==> src/rtl/score_keeper.sv <==
// Purpose: game score/state tracker with animation clock divider and high-score register.
// Latency: one clock from START/PASS/HIT to STATE/SCORE; BCD settles 11 clocks after a SCORE change.
// Backpressure: none; PASS/HIT are single-cycle pulses sampled every clock.
//
// Ports:
//   CLOCK_50  - sole clock
//   RESETN    - asynchronous active-low reset
//   START     - level, begins a game from IDLE
//   PASS/HIT  - one-cycle pulses: obstacle cleared / collision
//   ANIMCLK   - divided animation clock, held low in OVER
//   SCORE     - current score (saturates at MAX_SCORE)
//   HISCORE   - best score since reset
//   STATE     - 00 IDLE, 01 RUN, 10 OVER
//   BCD       - SCORE as three BCD digits (only with SCORE_BCD_EN)
//   BCD_VALID - BCD matches SCORE (only with SCORE_BCD_EN)
// Optional feature: define SCORE_BCD_EN to build the sequential double-dabble converter.
module score_keeper #(
  parameter int CLK_HZ    = 50000000,
  parameter int ANIM_HZ   = 60,
  parameter int MAX_SCORE = 999,
  parameter int OVER_HOLD = 120
) (
  input  logic        CLOCK_50,
  input  logic        RESETN,
  input  logic        START,
  input  logic        PASS,
  input  logic        HIT,
  output logic        ANIMCLK,
  output logic [9:0]  SCORE,
  output logic [9:0]  HISCORE,
  output logic [1:0]  STATE,
  output logic [11:0] BCD,
  output logic        BCD_VALID
);

  localparam int DIV = CLK_HZ / (2 * ANIM_HZ);
  localparam int CW  = ($clog2(DIV) > 20) ? $clog2(DIV) : 20;
  localparam logic [CW-1:0] DIV_LAST = CW'(DIV - 1);
  localparam int HW  = (OVER_HOLD > 1) ? $clog2(OVER_HOLD) : 1;
  localparam logic [HW-1:0] HOLD_LAST = HW'(OVER_HOLD - 1);
  localparam logic [9:0] SCORE_MAX = 10'(MAX_SCORE);

  typedef enum logic [1:0] {
    IDLE = 2'b00,
    RUN  = 2'b01,
    OVER = 2'b10
  } state_t;

  state_t          state, state_nxt;
  logic [CW-1:0]   div_cnt;
  logic            phase, phase_nxt;
  logic            div_tick, anim_tick;
  logic [HW-1:0]   hold_cnt, hold_nxt;
  logic [9:0]      score_nxt, hiscore_nxt;

  // Divider runs regardless of game state; an animation tick is the edge
  // on which the phase rises.
  assign div_tick  = (div_cnt == DIV_LAST);
  assign phase_nxt = phase ^ div_tick;
  assign anim_tick = div_tick & ~phase;

  always_ff @(posedge CLOCK_50 or negedge RESETN) begin
    if (!RESETN) begin
      div_cnt <= '0;
      phase   <= 1'b0;
    end else begin
      div_cnt <= div_tick ? '0 : div_cnt + CW'(1);
      phase   <= phase_nxt;
    end
  end

  always_comb begin
    state_nxt   = state;
    score_nxt   = SCORE;
    hiscore_nxt = HISCORE;
    hold_nxt    = hold_cnt;
    case (state)
      IDLE: begin
        if (START) begin
          state_nxt = RUN;
          score_nxt = '0;
        end
      end
      RUN: begin
        // HIT has priority over a simultaneous PASS.
        if (HIT) begin
          state_nxt = OVER;
          hold_nxt  = '0;
          if (SCORE > HISCORE) hiscore_nxt = SCORE;
        end else if (PASS && (SCORE < SCORE_MAX)) begin
          score_nxt = SCORE + 10'd1;
        end
      end
      OVER: begin
        if (anim_tick) begin
          if (hold_cnt == HOLD_LAST) begin
            state_nxt = IDLE;
            hold_nxt  = '0;
          end else begin
            hold_nxt = hold_cnt + HW'(1);
          end
        end
      end
      default: state_nxt = IDLE;
    endcase
  end

  always_ff @(posedge CLOCK_50 or negedge RESETN) begin
    if (!RESETN) begin
      state    <= IDLE;
      SCORE    <= '0;
      HISCORE  <= '0;
      hold_cnt <= '0;
      ANIMCLK  <= 1'b0;
    end else begin
      state    <= state_nxt;
      SCORE    <= score_nxt;
      HISCORE  <= hiscore_nxt;
      hold_cnt <= hold_nxt;
      // Registered copy of the phase, computed from next-state values so it
      // tracks the phase exactly and drops on the same edge OVER is entered.
      ANIMCLK  <= (state_nxt != OVER) & phase_nxt;
    end
  end

  assign STATE = state;

`ifdef SCORE_BCD_EN
  logic [9:0]  bcd_src;
  logic [21:0] dd_sh, dd_adj, dd_step;
  logic [3:0]  dd_cnt;

  // One double-dabble iteration: add 3 to any digit >= 5, then shift left.
  always_comb begin
    dd_adj = dd_sh;
    for (int i = 0; i < 3; i++) begin
      if (dd_sh[10+4*i +: 4] >= 4'd5) dd_adj[10+4*i +: 4] = dd_sh[10+4*i +: 4] + 4'd3;
    end
    dd_step = dd_adj << 1;
  end

  always_ff @(posedge CLOCK_50 or negedge RESETN) begin
    if (!RESETN) begin
      bcd_src   <= '0;
      dd_sh     <= '0;
      dd_cnt    <= '0;
      BCD       <= '0;
      BCD_VALID <= 1'b1;
    end else if (SCORE != bcd_src) begin
      // Any SCORE change (including mid-conversion) restarts the conversion.
      bcd_src   <= SCORE;
      dd_sh     <= {12'd0, SCORE};
      dd_cnt    <= 4'd10;
      BCD_VALID <= 1'b0;
    end else if (dd_cnt != 4'd0) begin
      dd_sh  <= dd_step;
      dd_cnt <= dd_cnt - 4'd1;
      if (dd_cnt == 4'd1) begin
        BCD       <= dd_step[21:10];
        BCD_VALID <= 1'b1;
      end
    end
  end
`else
  assign BCD       = '0;
  assign BCD_VALID = 1'b0;
`endif

endmodule

==> config.mk <==
export PLATFORM = sky130hd
export DESIGN_NAME = score_keeper
export DESIGN_NICKNAME = d
export VERILOG_FILES = /design/src/rtl/score_keeper.sv
export SDC_FILE = /design/constraint.sdc
export NUM_CORES = 1
export LEC_CHECK = 0
export BUFFER_PORTS_ARGS = -buffer_cell sky130_fd_sc_hd__buf_2
export CAP_MARGIN = 20
export CORE_MARGIN = 10
export CORE_UTILIZATION = 57
export DETAILED_ROUTE_END_ITERATION = 6
export PLACE_DENSITY = 0.8
export SYNTH_ARGS = -nofsm -noshare
export SYNTH_HDL_FRONTEND = slang
export SYNTH_SLANG_ARGS = --single-unit
==> constraint.sdc <==
create_clock -name CLOCK_50 -period 3.3 [get_ports CLOCK_50]
set_input_delay 0.66 -clock CLOCK_50 [delete_from_list [all_inputs] [get_ports CLOCK_50]]
set_output_delay 0.66 -clock CLOCK_50 [all_outputs]
set_load 0.05 [all_outputs]
Word level (Yosys, flattened, before mapping)

Index checks and enable logic that the tools add are counted.

$add $sub $neg: 3
$lt $le $gt $ge: 2
Equal/unequal tests: 10
Multiplexer cells: 14
Bitwise operators: 4
Reductions and logical operators: 7

Operators with widths:

| operator                                           | count |
|---|---|
| 2-to-1 mux 10 bit                                  | 3 |
| 2-to-1 mux 7 bit                                   | 3 |
| adder 20 x 1 -> 20 bit, second input constant      | 1 |
| == test 20 x 19 -> 1 bit, second input constant    | 1 |
| 2-to-1 mux 20 bit                                  | 1 |
| one-hot mux 10 bit (2 select lines)                | 1 |
| one-hot mux 7 bit (2 select lines)                 | 1 |
| != test 2 bit, second input constant               | 6 |
| adder 10 x 1 -> 10 bit, second input constant      | 1 |
| > comparator 10 bit                                | 1 |
| less-than comparator 10 bit, second input constant | 1 |
| 2-to-1 mux 2 bit                                   | 4 |
| adder 7 x 1 -> 7 bit, second input constant        | 1 |
| == test 7 bit, second input constant               | 1 |
| one-hot mux 2 bit (3 select lines)                 | 1 |
| AND reduction 3 bit                                | 2 |
| AND reduction 4 bit                                | 1 |
| nonzero test 2 bit                                 | 2 |
| AND 1 bit                                          | 2 |
| == test 2 x 1 -> 1 bit, second input constant      | 1 |
| == test 2 bit, second input constant               | 1 |
| zero test 2 bit                                    | 1 |
| logical AND 1 bit                                  | 1 |
| NOT 1 bit                                          | 1 |
| XOR 1 bit                                          | 1 |

Flip-flop bits (word level): 51
Output and inout port bits: 36

Longest topological paths before layout

Gate-level depths: netlist of the first run.

Word-level depth: 6
Depth in mapped cells: 13

Worst setup path after synthesis of the first run

Ideal clock, no wire load.

Kind: register to register
From: register div_cnt[10]
To: register hold_cnt[5]
Library setup time: 0.095 ns
Arrival time: 2.263 ns
Slack: 0.942 ns
Stages on the path, launching flop included: 12
Buffers on the path: 3
Period minus slack after synthesis: 2.358 ns
Path through: dfrtp_1 -> buf_2 -> nor4b_1 -> nand4b_1 -> nor2_2 -> buf_2 -> ha_1 -> nand3b_1 -> and2_1 -> buf_2 -> or2_1 -> o31ai_1

Longest elaborated chain between the ends: 4

Ends and longest elaborated chain:

| what                          | line | RTL |
|---|---|---|
| from (decl)                   | 50   | `logic [CW-1:0] div_cnt;` |
| from (signal assigned)        | 67   | `div_cnt <= div_tick ? '0 : div_cnt + CW'(1);` |
| == test 20 x 19 -> 1 bit      | 58   | `assign div_tick = (div_cnt == DIV_LAST);` |
| AND 1 bit                     | 60   | `assign anim_tick = div_tick & ~phase;` |
| != test 2 bit (no line)       | --   |  |
| AND reduction 3 bit (no line) | --   |  |
| to (signal assigned)          | 119  | `hold_cnt <= hold_nxt;` |
| to (decl)                     | 53   | `logic [HW-1:0] hold_cnt, hold_nxt;` |

Every way passes these cells.
A chain may end at the register's enable or synchronous reset.

Worst setup path in the final report of the first run

From: register div_cnt[1]
To: register hold_cnt[5]

The elaborated chain is that of the path after synthesis.

==> flow_summary.json, run 1 <==
{
  "outcome": "finished clean",
  "setup_viol": 0,
  "cp.required_ns": 3.51,
  "synth-warning-count": 0,
  "cp_cell_sequence": "inv_1 > ha_1 > nor4bb_1 > nand3_1 > nor2_2 > ha_1 > nand3b_1 > and2_1 > or2_1 > o31ai_1",
  "gp_congestion": 0.864,
  "cts_setup_buffers": 0,
  "clk_pin_slew_ns": 0.09,
  "port_buffers": 27,
  "syn_area_per_cell_um2": 10.2,
  "die-width_um": 89.9,
  "cts_buffers": 5,
  "post-route-period-util_pct": 69.5,
  "start_util_pct": 59.0,
  "grt_pass1_wl_um": 10100,
  "p_per_area_mw_per_mm2": 380,
  "clock_sinks": 51,
  "ys_seq_elements": 51,
  "vias_per_cell": 5.60,
  "antenna_found_initial": 0,
  "cp_num_buf_inv": 1,
  "placed_area_mm2": 0.00295,
  "grt_usage_pct": 14.5,
  "slew_violations": 0,
  "cp.arrival_ns": 2.51,
  "min_path_type": "in -> async",
  "yosysUniqueCellTypes": 49,
  "ctsHoldBuffers": 0,
  "hold_viol": 0,
  "dieArea_mm2": 0.00808,
  "worst_slew_pin_slew_ns": 0.731,
  "layout.cells.most_common": "dfrtp_1",
  "final_cell_area_mm2": 0.00306,
  "yosys_most_used_dff": "dfrtp_1",
  "final_net_count": 324,
  "grt_max_degree": 32,
  "first_global_vias": 2189,
  "cpPeakStageDelay_ns": 0.43,
  "tns_ns": 0,
  "root_buffer": "clkbuf_8",
  "crit_path_start_kind": "flop",
  "fin_skew_ns": 0.00699,
  "crit_slowest_cell": "dfrtp_1",
  "cts_resized": 0,
  "n_antenna_cell": 0,
  "vias": 2085,
  "firstDrtPassIters": 4,
  "path_class": "reg -> reg",
  "ir_drop_mv": 0.209,
  "synth_seq_area_share_pct": 45.8,
  "clk-insertion-delay-late_ns": 0.30,
  "fin_crit_ns": 2.29,
  "rsz0062_at_grt": "false",
  "multiInputGateArea_mm2": 0.00138,
  "path_max_fanout": 10,
  "wl_per_cell_um": 15.3,
  "routed_wl_um": 5700,
  "clockBufferDepth": 2,
  "seqCellArea_mm2": 0.00128,
  "h-tree-depth": 2,
  "antenna_left": 0,
  "final_cell_mix": "51 x dfrtp_1, 27 x buf_2, 22 x o21ai_0, 22 x nor2_1, 16 x nand2_1",
  "synth_cells": 273,
  "drcViolationCount": 0,
  "synth_edf_count": 0,
  "drt_iter0_drc": 93,
  "fmax_mhz": 436,
  "die_y_um": 89.9,
  "rows": 25,
  "cellLeakagePower_nw": 1.46,
  "setup.worst_path.end_class": "flop",
  "timing.slew.headroom_pct": 51.3,
  "synth_area_mm2": 0.00279,
  "grt_remaining_overflow": 0,
  "async_flop_share_pct": 100,
  "ioPinCount": 41,
  "crit_top_cell": "ha_1",
  "dpl.hpwl_um": 4210,
  "cap_violations": 0,
  "critPathTopFamily": "simple AND/OR/NAND/NOR gates",
  "layout-drive-gt1-share_pct": 18.7,
  "cts_tree": "built",
  "coreArea_mm2": 0.00472,
  "syn_to_final_growth_pct": 10.0,
  "n_fill_cell": 377
}
[routing by layer]
layer | vias up | part of all wire, % | track usage [%]
met2 | 58 | 47 | 24.4
met1 | 1020 | 46 | 17.7
met3 | 6 | 5.5 | 3.82
met4 | 0 | 1.1 | 4.64
li1 | 1001 | - | -
met5 | - | 0 | 0
[power by group]
part	internal (mW)	switching (mW)
logic	0.0165	0.0618
clock network	0.246	0.205
registers	0.629	0.00542
[layout make-up]
cell class	count	area share [%]
Clock buffer	6	2.69
Inverter	15	1.84
Clock inverter	2	1.14
Timing Repair Buffer	29	4.90
Tap cell	67	2.74
Sequential cell	51	41.6
Multi-Input combinational cell	202	45.0
[through the flow]
step | setup slack [ns] | power [mW] | utilization [%] | hold slack [ns] | cells
after detailed placement | 1.00 | 0.726 | 62.4 | 0.479 | 364
after CTS | 0.974 | 1.18 | 64.9 | 0.426 | 372
after floorplan | 0.942 | 0.716 | - | 0.364 | 285
final | 1.01 | 1.16 | 64.9 | 0.411 | 372
after global routing | 0.745 | 1.21 | 64.9 | 0.442 | 372
after global placement | 1.13 | 0.725 | 62.4 | 0.471 | 364
[worst register-to-register path, stage by stage, from the launching register on]
cell,delay (ns)
dfrtp_1,0.43
inv_1,0.08
ha_1,0.13
nor4bb_1,0.23
nand3_1,0.14
nor2_2,0.15
ha_1,0.17
nand3b_1,0.11
and2_1,0.27
or2_1,0.27
o31ai_1,0.22
[flip-flops by register name, summed over array words and instances, names as in the netlist]
name and cells:
ANIMCLK 1, HISCORE 10, div_cnt 20, hold_cnt 7
SCORE 10, phase 1, STATE 2
[worst paths after layout]
path	from	slack, ns	end	cells after the start
setup / recovery	div_cnt[1]$_DFF_PN0_	1.01	hold_cnt[5]$_DFFE_PN0P_	10
hold / removal	RESETN	0.41	SCORE[3]$_DFFE_PN0P_	1
setup reg to reg	div_cnt[1]$_DFF_PN0_	1.01	hold_cnt[5]$_DFFE_PN0P_	10
hold reg to reg	hold_cnt[6]$_DFFE_PN0P_	0.49	hold_cnt[6]$_DFFE_PN0P_	1
max in group asynchronous	RESETN	2.14	SCORE[8]$_DFFE_PN0P_	2
min in group CLOCK_50	hold_cnt[6]$_DFFE_PN0P_	0.49	hold_cnt[6]$_DFFE_PN0P_	1
[logic make-up after synthesis]
family	after synthesis	share of synthesized area, %
xor+xnor	16	5.03
flops	51	45.8
simple gates	98	19.7
buf+inv	32	6.24
compound gates	48	11.6
fa+ha+maj	15	6.74
other cells	1	0.135
mux	12	4.76
[Yosys cell counts (all sizes together) (3+ instances only)]
library cell	n	share of area, %
dfrtp	51	46
ha	15	6.7
and3	6	1.3
a21oi	3	0.54
nand2b	5	1.1
a21o	3	0.81
a31oi	3	1.2
o21ai	24	4.3
mux2	10	4.0
nand2	16	2.2
o31ai	5	1.5
nand3	14	2.5
buf	17	4.2
inv	15	2.0
nand4	8	1.8
and4	3	0.94
xnor2	11	3.5
xor2	5	1.6
nor2	24	3.6
nor2b	4	0.90
nor3	3	0.90
No activity file was read; power rests on OpenSTA's default activity.
==> inputs of run 2 (changes only) <==
--- a/config.mk
+++ b/config.mk
@@ -8,9 +8,9 @@
 export BUFFER_PORTS_ARGS = -buffer_cell sky130_fd_sc_hd__buf_2
 export CAP_MARGIN = 20
 export CORE_MARGIN = 10
-export CORE_UTILIZATION = 57
+export CORE_UTILIZATION = 51
 export DETAILED_ROUTE_END_ITERATION = 6
-export PLACE_DENSITY = 0.8
+export PLACE_DENSITY = 0.75
 export SYNTH_ARGS = -nofsm -noshare
 export SYNTH_HDL_FRONTEND = slang
 export SYNTH_SLANG_ARGS = --single-unit
==> constraint.sdc (replaced) <==
create_clock -name CLOCK_50 -period 2 [get_ports CLOCK_50]
set_input_delay 0.4 -clock CLOCK_50 [delete_from_list [all_inputs] [get_ports CLOCK_50]]
set_output_delay 0.4 -clock CLOCK_50 [all_outputs]
set_load 0.05 [all_outputs]
==> flow_summary.json, run 2 (synthesis results as in run 1) <==
{
  "grt_pass1_wl_um": 10200,
  "timing.slew.headroom_pct": 66.9,
  "slew_violations": 0,
  "dp.cells": 388,
  "rsz0062_at_grt": "true",
  "fin_ws_ns": -0.0554,
  "gp_congestion": 0.848,
  "fmax_mhz": 487,
  "clock_sinks": 51,
  "grt_max_degree": 52,
  "top_register": "div_cnt",
  "dieArea_mm2": 0.00882,
  "die_y_um": 93.9,
  "clk_pin_slew_ns": 0.08,
  "placed_area_mm2": 0.00329,
  "cap_violations": 0,
  "first_global_vias": 2164,
  "setup_viol": 7,
  "post-route-period-util_pct": 103,
  "cp.arrival_ns": 2.26,
  "port_buffers": 27,
  "fin_crit_ns": 2.06,
  "min_path_type": "in -> async",
  "root_buffer": "clkbuf_8",
  "seqPwrFrac_pct": 60.4,
  "instances_no_fill": 401,
  "power.share.switching_pct": 24.5,
  "final_cell_mix": "32 x dfrtp_1, 27 x buf_2, 25 x buf_4, 20 x nor2_1, 18 x dfrtp_2",
  "final_cell_area_mm2": 0.00347,
  "grt_remaining_overflow": 0,
  "routed_wl_um": 6250,
  "p_comb_share_pct": 8.0,
  "h-tree-depth": 2,
  "vias_per_cell": 5.41,
  "drcViolationCount": 0,
  "wl_per_cell_um": 15.6,
  "worst_slew_pin_slew_ns": 0.494,
  "cts_tree": "built",
  "clockBufferDepth": 2,
  "path_max_fanout": 3,
  "largestRegisters": "div_cnt: 20 flops, HISCORE: 10 flops, SCORE: 10 flops",
  "ioPinCount": 41,
  "crit_path_start_kind": "flop",
  "layout.cells.most_common": "dfrtp_1",
  "n_antenna_cell": 0,
  "ctsHoldBuffers": 0,
  "rows": 26,
  "internal-power_mw": 1.31,
  "power_mw": 1.74,
  "power.switching_uw": 425,
  "final_net_count": 351,
  "largest_reg_flops": 20,
  "antenna_found_initial": 0,
  "setup.worst_path.end_class": "flop",
  "cts_buffers": 5,
  "drt_iter0_drc": 100,
  "layout-drive-gt1-share_pct": 37.5,
  "outcome": "finished, violations left",
  "fin_skew_ns": 0.00559,
  "path_class": "reg -> reg",
  "vias": 2171,
  "firstDrtPassIters": 4,
  "clk-insertion-delay-late_ns": 0.29,
  "violations": "negative setup slack",
  "p_per_area_mw_per_mm2": 501,
  "ir_drop_mv": 0.289,
  "antenna_left": 0,
  "hold_viol": 0,
  "grt_usage_pct": 14.1,
  "coreArea_mm2": 0.00520,
  "cellLeakagePower_nw": 1.59,
  "r2r_cells": 10,
  "syn_to_final_growth_pct": 24.5,
  "start_util_pct": 53.5,
  "cp.required_ns": 2.20,
  "dpl.hpwl_um": 4510,
  "die-width_um": 93.9,
  "pwr-share-clk_pct": 31.7
}
==> run 2: cell types whose count changed in the layout (fill, tap and decap cells not counted), sizes merged <==
cell    delta
buf       +26
clkbuf     +2
bufinv     -1
clkinv     -1
==> run 2: area by class of cell <==
cell class              count  area, um^2
multi-input cells         202        1550
inverters                  15        56.3
clock buffers               7        76.3
well taps                  70        87.6
fillers                   414        1740
repair buffers             56         399
flip-flops and latches     51        1300
==> run 2: final timing paths <==
kind | startpoint | slack [ns] | to
hold / removal | RESETN | 0.09 | div_cnt[9]$_DFF_PN0_
setup / recovery | div_cnt[1]$_DFF_PN0_ | -0.06 | hold_cnt[5]$_DFFE_PN0P_
hold reg to reg | div_cnt[19]$_DFF_PN0_ | 0.49 | div_cnt[19]$_DFF_PN0_
setup reg to reg | div_cnt[1]$_DFF_PN0_ | -0.06 | hold_cnt[5]$_DFFE_PN0P_
min in group CLOCK_50 | HIT | 0.31 | STATE[0]$_DFF_PN0_
max in group asynchronous | RESETN | 1.65 | SCORE[4]$_DFFE_PN0P_
==> run 2: critical path, stage by stage (launching register included) <==
cell and delay, ns:
dfrtp_1 0.39, inv_1 0.06, ha_2 0.16, nor4bb_1 0.20, nand3_1 0.17, nor2_4 0.15, ha_4 0.14, nand3b_1 0.10
and2_4 0.17, or2_4 0.25, o31ai_1 0.18
==> run 2: routing by layer <==
metal  part of all wire (%)  track usage [%]
met4                   0.58             2.41
met5                      0                0
met1                     44             17.4
met3                    3.2             3.12
met2                     52             24.6
==> run 2: what timing repair did <==
action | 4_1_cts | 5_1_grt
resized for setup | 2 | 14
buffers inserted | 1 | 4
pin swaps | 0 | 1
endpoints found under the hold margin | 0 | 0
gates cloned | 0 | 1
endpoints found under the setup margin | 6 | 17
==> run 2: power by group through the flow <==
stage	Sequential, mW	Clock, mW	Combinational [mW]
6_report	1.05	0.550	0.139
5_1_grt	1.05	0.620	0.152
4_1_cts	1.05	0.574	0.134
3_5_place_dp	1.07	0	0.133
3_3_place_gp	1.07	0	0.130
2_1_floorplan	1.07	0	0.113
==> run 2: per-stage QoR <==
stage / hold slack (ns) / utilization, % / worst slack [ns] / TNS, ns
floorplan: 0.104 / - / -0.182 / -1.09
finish: 0.0903 / 66.6 / -0.0554 / -0.145
global route: 0.0997 / 66.6 / -0.197 / -1.46
detailed placement: 0.419 / 63.2 / -0.0320 / -0.0392
global placement: 0.414 / 63.2 / 0.0482 / 0
CTS: 0.100 / 64.8 / -0.0374 / -0.0587
